==> config.mk <==
export PLATFORM = sky130hd
export DESIGN_NAME = led_worm_sequencer
export DESIGN_NICKNAME = d
export VERILOG_FILES = /design/src/rtl/led_worm_sequencer.sv
export SDC_FILE = /design/constraint.sdc
export NUM_CORES = 1
export LEC_CHECK = 0
export BUFFER_PORTS_ARGS = -buffer_cell sky130_fd_sc_hd__buf_2
export CORE_ASPECT_RATIO = 0.5
export CORE_UTILIZATION = 53
export CTS_CLUSTER_DIAMETER = 60
export CTS_CLUSTER_SIZE = 16
export DETAILED_ROUTE_END_ITERATION = 6
export PLACE_DENSITY = 0.78
export SYNTH_ARGS = -nofsm -noshare
export SYNTH_HDL_FRONTEND = slang
export SYNTH_SLANG_ARGS = --single-unit
==> constraint.sdc <==
create_clock -name inClk -period 2.6 [get_ports inClk]
set_input_delay 0 -clock inClk [delete_from_list [all_inputs] [get_ports inClk]]
set_output_delay 0 -clock inClk [all_outputs]
set_load 0.01 [all_outputs]
==> src/rtl/led_worm_sequencer.sv <==
// LED-worm scheduler: divides inClk into a one-cycle step tick and moves a WORM_LEN-wide lit block.
// Optional build macro LED_WORM_WRAP_EN: moves rotate around the bank instead of bouncing at the ends.
module led_worm_sequencer #(
    parameter int NUM_LEDS = 8,
    parameter int WORM_LEN = 3,
    parameter int DIV_W    = 24,
    parameter int BASE_DIV = 12_500_000
) (
    input  logic                inClk,
    input  logic                reset,
    input  logic                start,
    input  logic                stop,
    input  logic                dirIn,
    input  logic [1:0]          speedSel,
    output logic [NUM_LEDS-1:0] leds,
    output logic                stepTick,
    output logic                dirOut,
    output logic                busy
);

    typedef enum logic [1:0] {IDLE, RUN, PAUSE} stateT;

    localparam logic [NUM_LEDS-1:0] LOW_WORM  = NUM_LEDS'((1 << WORM_LEN) - 1);
    localparam logic [NUM_LEDS-1:0] HIGH_WORM = LOW_WORM << (NUM_LEDS - WORM_LEN);
    localparam logic [DIV_W-1:0]    BASE_CNT  = DIV_W'(BASE_DIV);
    localparam logic [DIV_W-1:0]    ONE_CNT   = DIV_W'(1);

    stateT               stateReg, stateNext;
    logic [NUM_LEDS-1:0] ledsReg, ledsNext, movedLeds;
    logic [DIV_W-1:0]    countReg, countNext, termCount;
    logic                tickReg, tickNext;
    logic                dirReg, dirNext, movedDir;

    // Terminal count follows speedSel every cycle so a rate change takes effect immediately.
    assign termCount = (BASE_CNT >> speedSel) - ONE_CNT;

    always_comb begin
        movedLeds = ledsReg;
        movedDir  = dirReg;
`ifdef LED_WORM_WRAP_EN
        if (!dirReg) begin
            movedLeds = {ledsReg[NUM_LEDS-2:0], ledsReg[NUM_LEDS-1]};
        end else begin
            movedLeds = {ledsReg[0], ledsReg[NUM_LEDS-1:1]};
        end
`else
        // A worm already touching the leading end reverses on this step instead of advancing.
        if (!dirReg) begin
            if (ledsReg[NUM_LEDS-1]) begin
                movedDir  = 1'b1;
                movedLeds = ledsReg >> 1;
            end else begin
                movedLeds = ledsReg << 1;
            end
        end else begin
            if (ledsReg[0]) begin
                movedDir  = 1'b0;
                movedLeds = ledsReg << 1;
            end else begin
                movedLeds = ledsReg >> 1;
            end
        end
`endif
    end

    always_comb begin
        stateNext = stateReg;
        ledsNext  = ledsReg;
        countNext = countReg;
        tickNext  = 1'b0;
        dirNext   = dirReg;
        case (stateReg)
            IDLE: begin
                ledsNext = '0;
                if (start && !stop) begin
                    stateNext = RUN;
                    countNext = '0;
                    ledsNext  = dirIn ? HIGH_WORM : LOW_WORM;
                    dirNext   = dirIn;
                end
            end
            RUN: begin
                if (stop) begin
                    stateNext = PAUSE;
                end else if (countReg >= termCount) begin
                    countNext = '0;
                    tickNext  = 1'b1;
                    ledsNext  = movedLeds;
                    dirNext   = movedDir;
                end else begin
                    countNext = countReg + ONE_CNT;
                end
            end
            PAUSE: begin
                // stop outranks start, so a simultaneous pair returns to IDLE.
                if (stop) begin
                    stateNext = IDLE;
                    ledsNext  = '0;
                end else if (start) begin
                    stateNext = RUN;
                end
            end
            default: begin
                stateNext = IDLE;
                ledsNext  = '0;
            end
        endcase
    end

    always_ff @(posedge inClk) begin
        if (reset) begin
            stateReg <= IDLE;
            ledsReg  <= '0;
            countReg <= '0;
            tickReg  <= 1'b0;
            dirReg   <= 1'b0;
        end else begin
            stateReg <= stateNext;
            ledsReg  <= ledsNext;
            countReg <= countNext;
            tickReg  <= tickNext;
            dirReg   <= dirNext;
        end
    end

    assign leds     = ledsReg;
    assign stepTick = tickReg;
    assign dirOut   = dirReg;
    assign busy     = (stateReg != IDLE);

endmodule

==> impl_metrics.py, run 1 <==
metrics = {
    "outcome": {
        "outcome": "complete, no violations",
    },
    "clock_network": {
        "clkSinkCount": 36,
        "cts.clk_slew.worst_paths_ns": 0.07,
        "clockBufferDepth": 2,
        "cts_tree": "yes",
        "clock_latency_ns": 0.30,
        "cts.htree.levels": 2,
        "cts_root_buf": "clkbuf_8",
        "cts_buffers": 5,
    },
    "floorplan": {
        "fp.coreArea_sq_um": 4000,
        "row_count": 16,
        "die_h_um": 48.3,
        "die_w_um": 94.6,
        "dieArea_sq_um": 4570,
        "initial_core_util_pct": 56.7,
        "io_pins": 18,
    },
    "cells_and_area": {
        "antenna_cells": 0,
        "fill_cells": 316,
        "final_nets": 339,
        "finish.instance_area_sq_um": 2680,
        "drive_gt1_share_pct": 19.9,
        "area_growth_pct": 17.8,
    },
    "timing": {
        "relSlewSlack_pct": 55.4,
        "fin_crit_sh_pct": 97.2,
        "drv_slew": 0,
        "final-hold-violation-count": 0,
        "skew_ns": 0.00453,
        "finalCriticalPeriod_ns": 2.53,
        "setup_viol": 0,
        "tightest_slew_ns": 0.665,
        "rsz0062_at_grt": "true",
        "fmax_mhz": 396,
        "tns_ns": 0,
    },
    "worst_setup_path": {
        "cp-start-kind": "register",
        "path_class": "register to register",
        "crit_path_end_kind": "register",
        "worstRegToRegCells": 8,
        "critPathArrivalTime_ns": 2.74,
        "crit_required_ns": 2.82,
        "worstPathMaxFanout": 5,
    },
    "power": {
        "leakage_nw": 1.14,
        "power.density_nw_per_um2": 454,
        "ir_drop_v": 0.000237,
        "power_mw": 1.21,
    },
    "logic_synthesis": {
        "synth_cells": 282,
        "syn_area_sq_um": 2270,
        "synth_warnings": 0,
        "ys_async_sr_fraction_pct": 0,
        "synthTopCellsByCount": "36 x dfxtp_1, 36 x nor2_1, 26 x nand2_1",
        "synth_cell_types": 50,
        "ys_seq_elements": 36,
        "synth_area_leaders": "dfxtp_1 32%, ha_1 12%, nor2_1 6.0%, xor2_1 5.4%, a21oi_1 4.6%",
        "syn_avg_cell_area_sq_um": 8.05,
        "yosysTopAreaCellShare_pct": 31.7,
        "yosysSeqAreaShare_pct": 31.7,
        "ys.flop_type": "dfxtp_1",
        "synth_edf_count": 0,
        "synth_largest_area_cell": "dfxtp_1",
    },
    "placed_design": {
        "place_congestion": 0.916,
        "port_buffers": 17,
        "dpl_cell_area_sq_um": 2480,
        "dpl.hpwl_um": 3850,
    },
    "detailed_routing": {
        "via_per_inst": 5.88,
        "drt-total-wl_um": 5340,
        "drtIter0Drc": 189,
        "ant_nets": 0,
        "wire_per_inst_um": 14.6,
        "drc_errors": 0,
        "via_count": 2151,
        "drt_pass1_iterations": 4,
    },
    "grt": {
        "grt_pass1_vias": 1797,
        "grtUsageTotal_pct": 24.6,
        "grt_max_degree": 20,
        "grt_first_pass_wirelength_um": 8390,
        "antenna_found_initial": 0,
        "gr-total-overflow": 0,
    },
    "run": {
        "cap_violations": 0,
    },
    "min_path": {
        "whs_path_depth": 3,
        "min_path_type": "input port to register",
    },
}
## registers in the layout (all words and copies together), names as in the netlist
name      flops
countReg     24
leds          8
stateReg      2
dirOut        1
stepTick      1
## what timing repair did
item                       4_1_cts  5_1_grt
hold endpoints to repair         1        0
setup endpoints to repair        0       10
hold buffers                     1        0
resized for setup                0       16
buffers inserted                 0        1
## routing by layer
layer,global-route usage [%],wire (um),vias to the layer above
li1,-,-,1051
met1,33.0,2570,1026
met2,41.6,2470,65
met3,5.76,253,9
met4,5.76,44,0
met5,0,0,-
## logic make-up after synthesis
group | Yosys count | share of synthesized area (%)
XOR/XNOR | 21 | 8.10
buffers and inverters | 24 | 4.57
AND/OR/NAND/NOR | 118 | 25.4
adder cells (fa/ha/maj) | 23 | 12.5
other | 2 | 0.331
multiplexers | 5 | 2.31
flip-flops | 36 | 31.7
AO/OA/AOI/OAI | 53 | 15.0
## report_power, final
part	switching (mW)	internal, mW
logic	0.0826	0.0603
clock network	0.215	0.285
registers	0.0120	0.560
## worst max-delay path: stages (launching register included)
cell and delay [ns]:
dfxtp_2 0.34, ha_1 0.31, a21oi_1 0.14, o21bai_1 0.10
maj3_2 0.32, a41o_1 0.23, or3_4 0.37, or4_4 0.50
a31oi_2 0.14
## placed cells by master (no fill, tap or decap), drive strengths merged, types with 2 or more instances in the layout
master and count:
a211oi 5, a21o 4, a21oi 21, a31oi 4, and2 3, and3 5, and4 2, buf 30
clkbuf 6, clkinv 2, conb 3, dfxtp 36, ha 21, inv 13, maj3 2, mux2 2
mux2i 3, nand2 26, nand3 17, nand4 7, nor2 36, nor2b 4, nor3 6, nor3b 2
o211ai 2, o21ai 6, o32ai 2, or3 5, xnor2 7, xor2 14
## metrics by stage
stage	hold WS, ns	std cells	setup WS, ns	utilization (%)
after detailed placement	0.294	356	-0.117	62.0
after global routing	0.0452	366	-0.0303	66.8
after floorplan	0.173	283	0.0352	-
final	0.0267	366	0.0717	66.8
after CTS	0.00159	365	0.0117	64.9
after global placement	0.285	356	0.0219	62.0
## cell type report
class                   count  area, sq um  share of cell area, %
clock inverters             2         35.0                   1.31
inverters                  14         53.8                   2.01
flip-flops and latches     36          728                   27.2
clock buffers               6         72.6                   2.71
multi-input cells         223         1510                   56.5
well taps                  54         67.6                   2.53
repair buffers             31          205                   7.67
## worst paths after layout
| kind | startpoint | end | slack [ns] |
|---|---|---|---|
| min reg2reg | countReg[1] | countReg[1] | 0.52 |
| max reg2reg | countReg[17] | countReg[3] | 0.07 |
| max | countReg[17] | countReg[3] | 0.07 |
| min | dirIn | dirOut | 0.03 |
Power figures use the tool's default switching activity.
==> inputs of run 2 (changes only) <==
==> constraint.sdc (replaced) <==
create_clock -name inClk -period 2.2 [get_ports inClk]
set_input_delay 0 -clock inClk [delete_from_list [all_inputs] [get_ports inClk]]
set_output_delay 0 -clock inClk [all_outputs]
set_load 0.01 [all_outputs]
==> impl_metrics.py, run 2 (same netlist as run 1, synthesis figures left out) <==
metrics = {
    "worst_setup_path": {
        "critPathArrivalTime_ns": 2.61,
        "r2r-end": "countReg[3]",
        "cpPeakStageDelay_ns": 0.43,
        "cp-start-kind": "register",
        "worstPathMaxFanout": 6,
        "cp_top_family": "simple AND/OR/NAND/NOR gates",
        "reg2reg_setup_slack_ns": -0.18,
        "path_class": "register to register",
        "crit_buf_inv": 0,
        "cp_cell_sequence": "ha_1 > nand4_1 > nand3_1 > o211ai_1 > a31oi_2 > or3_4 > or4_1 > a31oi_1",
        "slowest_stage": "or3_4",
        "crit_path_end_kind": "register",
        "r2r_start": "countReg[6]",
        "crit_required_ns": 2.43,
        "worstRegToRegCells": 8,
    },
    "placed_design": {
        "place_congestion": 0.907,
        "dpl_cell_area_sq_um": 2760,
        "dpl.hpwl_um": 4300,
        "port_buffers": 17,
    },
    "power": {
        "ir_drop_v": 0.000336,
        "power_mw": 1.50,
        "power.density_nw_per_um2": 477,
        "leakage_nw": 1.32,
    },
    "cells_and_area": {
        "final_cell_mix": "51 x buf_4, 31 x dfxtp_1, 26 x nand2_1",
        "finish.instance_area_sq_um": 3140,
        "final_common_cell": "buf_4",
        "final_nets": 378,
        "fill_cells": 237,
        "antenna_cells": 0,
        "drive_gt1_share_pct": 37.0,
        "area_growth_pct": 38.3,
        "largest_reg_flops": 24,
        "top_register": "countReg",
        "final_util_pct": 78.4,
    },
    "detailed_routing": {
        "drtIter0Drc": 216,
        "wire_per_inst_um": 17.3,
        "drt_pass1_iterations": 5,
        "drt-total-wl_um": 7010,
        "via_per_inst": 6.07,
        "via_count": 2457,
        "drc_errors": 0,
        "ant_nets": 0,
    },
    "grt": {
        "antenna_found_initial": 0,
        "grt_pass1_vias": 2075,
        "grt_first_pass_wirelength_um": 9490,
        "grt_max_degree": 20,
        "gr-total-overflow": 0,
        "grtUsageTotal_pct": 28.4,
    },
    "clock_network": {
        "clkSinkCount": 36,
        "cts.clk_slew.worst_paths_ns": 0.08,
        "cts_root_buf": "clkbuf_8",
        "cts_buffers": 5,
        "cts_tree": "yes",
        "clock_latency_ns": 0.30,
        "clockBufferDepth": 2,
        "cts.htree.levels": 2,
    },
    "timing": {
        "finalCriticalPeriod_ns": 2.38,
        "drv_slew": 0,
        "skew_ns": 0.00621,
        "holdWs_ns": 0.0355,
        "fin_crit_sh_pct": 108,
        "fmax_mhz": 420,
        "setup_viol": 30,
        "tns_ns": -2.92,
        "rsz0062_at_grt": "true",
        "fin_ws_ns": -0.179,
        "final-hold-violation-count": 0,
    },
    "min_path": {
        "whs_path_depth": 3,
        "min_path_type": "input port to register",
        "hold_start": "start",
        "worstHoldEndpoint": "stateReg[0]",
    },
    "floorplan": {
        "row_count": 16,
        "dieArea_sq_um": 4570,
        "fp.coreArea_sq_um": 4000,
        "die_h_um": 48.3,
        "die_w_um": 94.6,
        "io_pins": 18,
        "initial_core_util_pct": 56.7,
    },
    "outcome": {
        "outcome": "finished with violations",
        "violations": "setup timing",
    },
    "run": {
        "cap_violations": 0,
    },
}
## run 2: changes by cell type in the layout (fill, tap and decap cells not counted), sizes merged
cell	before	now
buf	30	68
clkbuf	6	7
## run 2: routing by layer
| metal | routed length, um | GRT usage (%) | up-vias |
|---|---|---|---|
| met1 | 2890 | 34.3 | 1146 |
| li1 | - | - | 1127 |
| met4 | 261 | 11.2 | 0 |
| met5 | 0 | 0 | - |
| met2 | 3260 | 50.7 | 146 |
| met3 | 600 | 7.48 | 38 |
## run 2: worst min-delay path, stage by stage
cell	delay, ns
buf_2	0.11
a21oi_1	0.07
nor3_1	0.11
## run 2: layout make-up
| type | instances | area, sq um | share of cell area [%] |
|---|---|---|---|
| timing repair buffer | 70 | 500 | 15.9 |
| multi-input combinational | 223 | 1680 | 53.4 |
| tap | 54 | 67.6 | 2.15 |
| sequential | 36 | 729 | 23.2 |
| inverter | 14 | 57.6 | 1.83 |
| clock inverter | 2 | 35.0 | 1.12 |
| clock buffer | 6 | 72.6 | 2.31 |
## run 2: through the flow
stage                     setup slack, ns  std cells
after global routing               -0.233        405
after floorplan                    -0.121        283
after global placement             -0.255        386
final                              -0.179        405
after CTS                         -0.0950        404
after detailed placement           -0.396        386
## run 2: how the worst max path moves through the flow
stage	startpoint	end	slack (ns)	depth (start not counted)
after floorplan	countReg[17]	countReg[3]	-0.12	9
final	countReg[6]	countReg[3]	-0.18	8
after global routing	countReg[6]	countReg[20]	-0.23	9
after global placement	speedSel[0]	countReg[3]	-0.25	13
after detailed placement	speedSel[0]	leds[4]	-0.40	13
after CTS	countReg[17]	countReg[3]	-0.1	8
## run 2: power breakdown
group	internal, mW	switching, mW
Combinational	0.0983	0.122
Sequential	0.660	0.0155
Clock	0.337	0.264
Total	1.10	0.402
## run 2: timing repair
item / 4_1_cts / 5_1_grt
buffers inserted: 9 / 1
setup endpoints to repair: 30 / 32
hold buffers: 1 / 0
pin swaps: 4 / 8
gates resized for setup: 12 / 31
endpoints found under the hold margin: 1 / 0
==> inputs of run 3 (changes only) <==
--- a/config.mk
+++ b/config.mk
@@ -7,11 +7,11 @@
 export LEC_CHECK = 0
 export BUFFER_PORTS_ARGS = -buffer_cell sky130_fd_sc_hd__buf_2
 export CORE_ASPECT_RATIO = 0.5
-export CORE_UTILIZATION = 53
+export CORE_UTILIZATION = 45
 export CTS_CLUSTER_DIAMETER = 60
 export CTS_CLUSTER_SIZE = 16
 export DETAILED_ROUTE_END_ITERATION = 6
-export PLACE_DENSITY = 0.78
+export PLACE_DENSITY = 0.68
 export SYNTH_ARGS = -nofsm -noshare
 export SYNTH_HDL_FRONTEND = slang
 export SYNTH_SLANG_ARGS = --single-unit
==> impl_metrics.py, run 3 (same netlist as run 1, synthesis figures left out) <==
metrics = {
    "outcome": {
        "outcome": "finished with violations",
        "violations": "DRC, setup timing",
    },
    "timing": {
        "drv_slew": 0,
        "finalCriticalPeriod_ns": 2.34,
        "fmax_mhz": 427,
        "fin_crit_sh_pct": 106,
        "skew_ns": 0.00802,
        "tightest_slew_ns": 0.651,
        "relSlewSlack_pct": 56.3,
        "fin_ws_ns": -0.142,
        "setup_viol": 30,
        "final-hold-violation-count": 0,
        "rsz0062_at_grt": "true",
    },
    "worst_setup_path": {
        "worstPathMaxFanout": 8,
        "critPathArrivalTime_ns": 2.54,
        "cpPeakStageDelay_ns": 0.40,
        "crit_path_end_kind": "register",
        "cp-start-kind": "register",
        "slowest_stage": "or3_4",
        "path_class": "register to register",
        "cp_cell_sequence": "ha_4 > a21oi_2 > o21bai_1 > maj3_2 > a41o_1 > or3_4 > buf_4 > and2_4 > o32ai_1",
        "crit_required_ns": 2.40,
    },
    "detailed_routing": {
        "drtIter0Drc": 212,
        "drt_pass1_iterations": 7,
        "wire_per_inst_um": 17.5,
        "via_count": 2363,
        "ant_nets": 0,
        "drt-total-wl_um": 7240,
        "drc_errors": 6,
        "via_per_inst": 5.71,
    },
    "power": {
        "p_sw_mw": 0.423,
        "share_comb_of_total_power_pct": 16.0,
        "ir_drop_v": 0.000335,
        "power_mw": 1.53,
        "leakage_nw": 1.32,
        "p_int_mw": 1.11,
        "switching_share_pct": 27.7,
        "share_seq_of_total_power_pct": 44.2,
        "power.density_nw_per_um2": 461,
        "p_clk_share_pct": 39.8,
    },
    "floorplan": {
        "io_pins": 18,
        "die_h_um": 52.2,
        "initial_core_util_pct": 49.2,
        "row_count": 17,
        "die_w_um": 102,
        "fp.coreArea_sq_um": 4620,
        "dieArea_sq_um": 5350,
    },
    "cells_and_area": {
        "final_common_cell": "buf_4",
        "final_cell_mix": "44 x buf_4, 26 x nand2_1, 26 x dfxtp_1",
        "final_nets": 375,
        "top_register": "countReg",
        "fill_cells": 314,
        "antenna_cells": 0,
        "largest_reg_flops": 24,
        "drive_gt1_share_pct": 42.0,
        "area_growth_pct": 45.9,
        "final_util_pct": 71.8,
    },
    "grt": {
        "grt_max_degree": 19,
        "antenna_found_initial": 0,
        "gr-total-overflow": 0,
        "grt.busiest_layer": "met2",
        "use_met3_pct": 5.60,
        "grt_util_met2_pct": 42.4,
        "use_met1_pct": 33.6,
        "grt_pass1_vias": 2167,
        "grt_first_pass_wirelength_um": 10300,
        "grtUsageTotal_pct": 25.9,
    },
    "min_path": {
        "min_path_type": "input port to register",
    },
    "clock_network": {
        "clockBufferDepth": 2,
        "cts_buffers": 5,
        "cts_tree": "yes",
        "cts.htree.levels": 2,
        "cts_root_buf": "clkbuf_8",
        "clkSinkCount": 36,
        "clock_latency_ns": 0.29,
        "cts.clk_slew.worst_paths_ns": 0.08,
    },
    "placed_design": {
        "dpl.hpwl_um": 4180,
        "port_buffers": 17,
        "place_congestion": 0.838,
    },
    "run": {
        "cap_violations": 0,
    },
}
## run 3: layout make-up
| type | instances | area [sq um] | share of cell area, % |
|---|---|---|---|
| multi-input cells | 223 | 1820 | 54.9 |
| flip-flops and latches | 36 | 738 | 22.3 |
| repair buffers | 67 | 505 | 15.3 |
| well taps | 66 | 82.6 | 2.49 |
| clock buffers | 5 | 68.8 | 2.08 |
| inverters | 14 | 57.6 | 1.74 |
| clock inverters | 3 | 42.5 | 1.28 |
## run 3: final timing paths
| check | from | end | slack (ns) | cells past startpoint |
|---|---|---|---|---|
| setup / recovery | countReg[17] | leds[3] | -0.14 | 9 |
| hold reg to reg | countReg[1] | countReg[1] | 0.51 | 2 |
| hold / removal | dirIn | leds[7] | 0.04 | 3 |
| setup reg to reg | countReg[17] | leds[3] | -0.14 | 9 |
## run 3: power groups by stage
stage | combinational [mW] | sequential (mW) | clock (mW)
6_report | 0.245 | 0.675 | 0.609
5_1_grt | 0.262 | 0.677 | 0.638
4_1_cts | 0.190 | 0.676 | 0.605
3_5_place_dp | 0.172 | 0.691 | 0
3_3_place_gp | 0.169 | 0.690 | 0
2_1_floorplan | 0.113 | 0.692 | 0
## run 3: per-layer routing
layer / up-vias / wire [um]
met5: - / 0
li1: 1125 / -
met1: 1103 / 3130
met3: 31 / 484
met4: 0 / 260
met2: 104 / 3370
## run 3: critical path: cells and delay by family, from the launching register on
family | cells | cell delay [ns]
compound gates | 4 | 0.66
simple gates | 2 | 0.56
fa+ha+maj | 2 | 0.53
flops | 1 | 0.34
buf+inv | 1 | 0.15
## run 3: timing repair
item	in CTS	in global routing
setup buffers	7	4
gates resized for setup	23	58
hold endpoints to repair	1	0
endpoints found under the setup margin	33	33
gates cloned	0	2
pin swaps	15	24
hold buffers	1	0
## run 3: metrics by stage
stage               std cells  hold slack [ns]  area [sq um]  TNS [ns]  setup WS, ns
floorplan                 283            0.173          2340     -1.16        -0.121
finish                    414           0.0358          3310     -2.49        -0.142
CTS                       408           0.0330          3040    -0.394        -0.130
global placement          392            0.287          2720     -5.25        -0.231
global route              414           0.0468          3310     -4.83        -0.238
detailed placement        392            0.298          2720     -7.74        -0.324
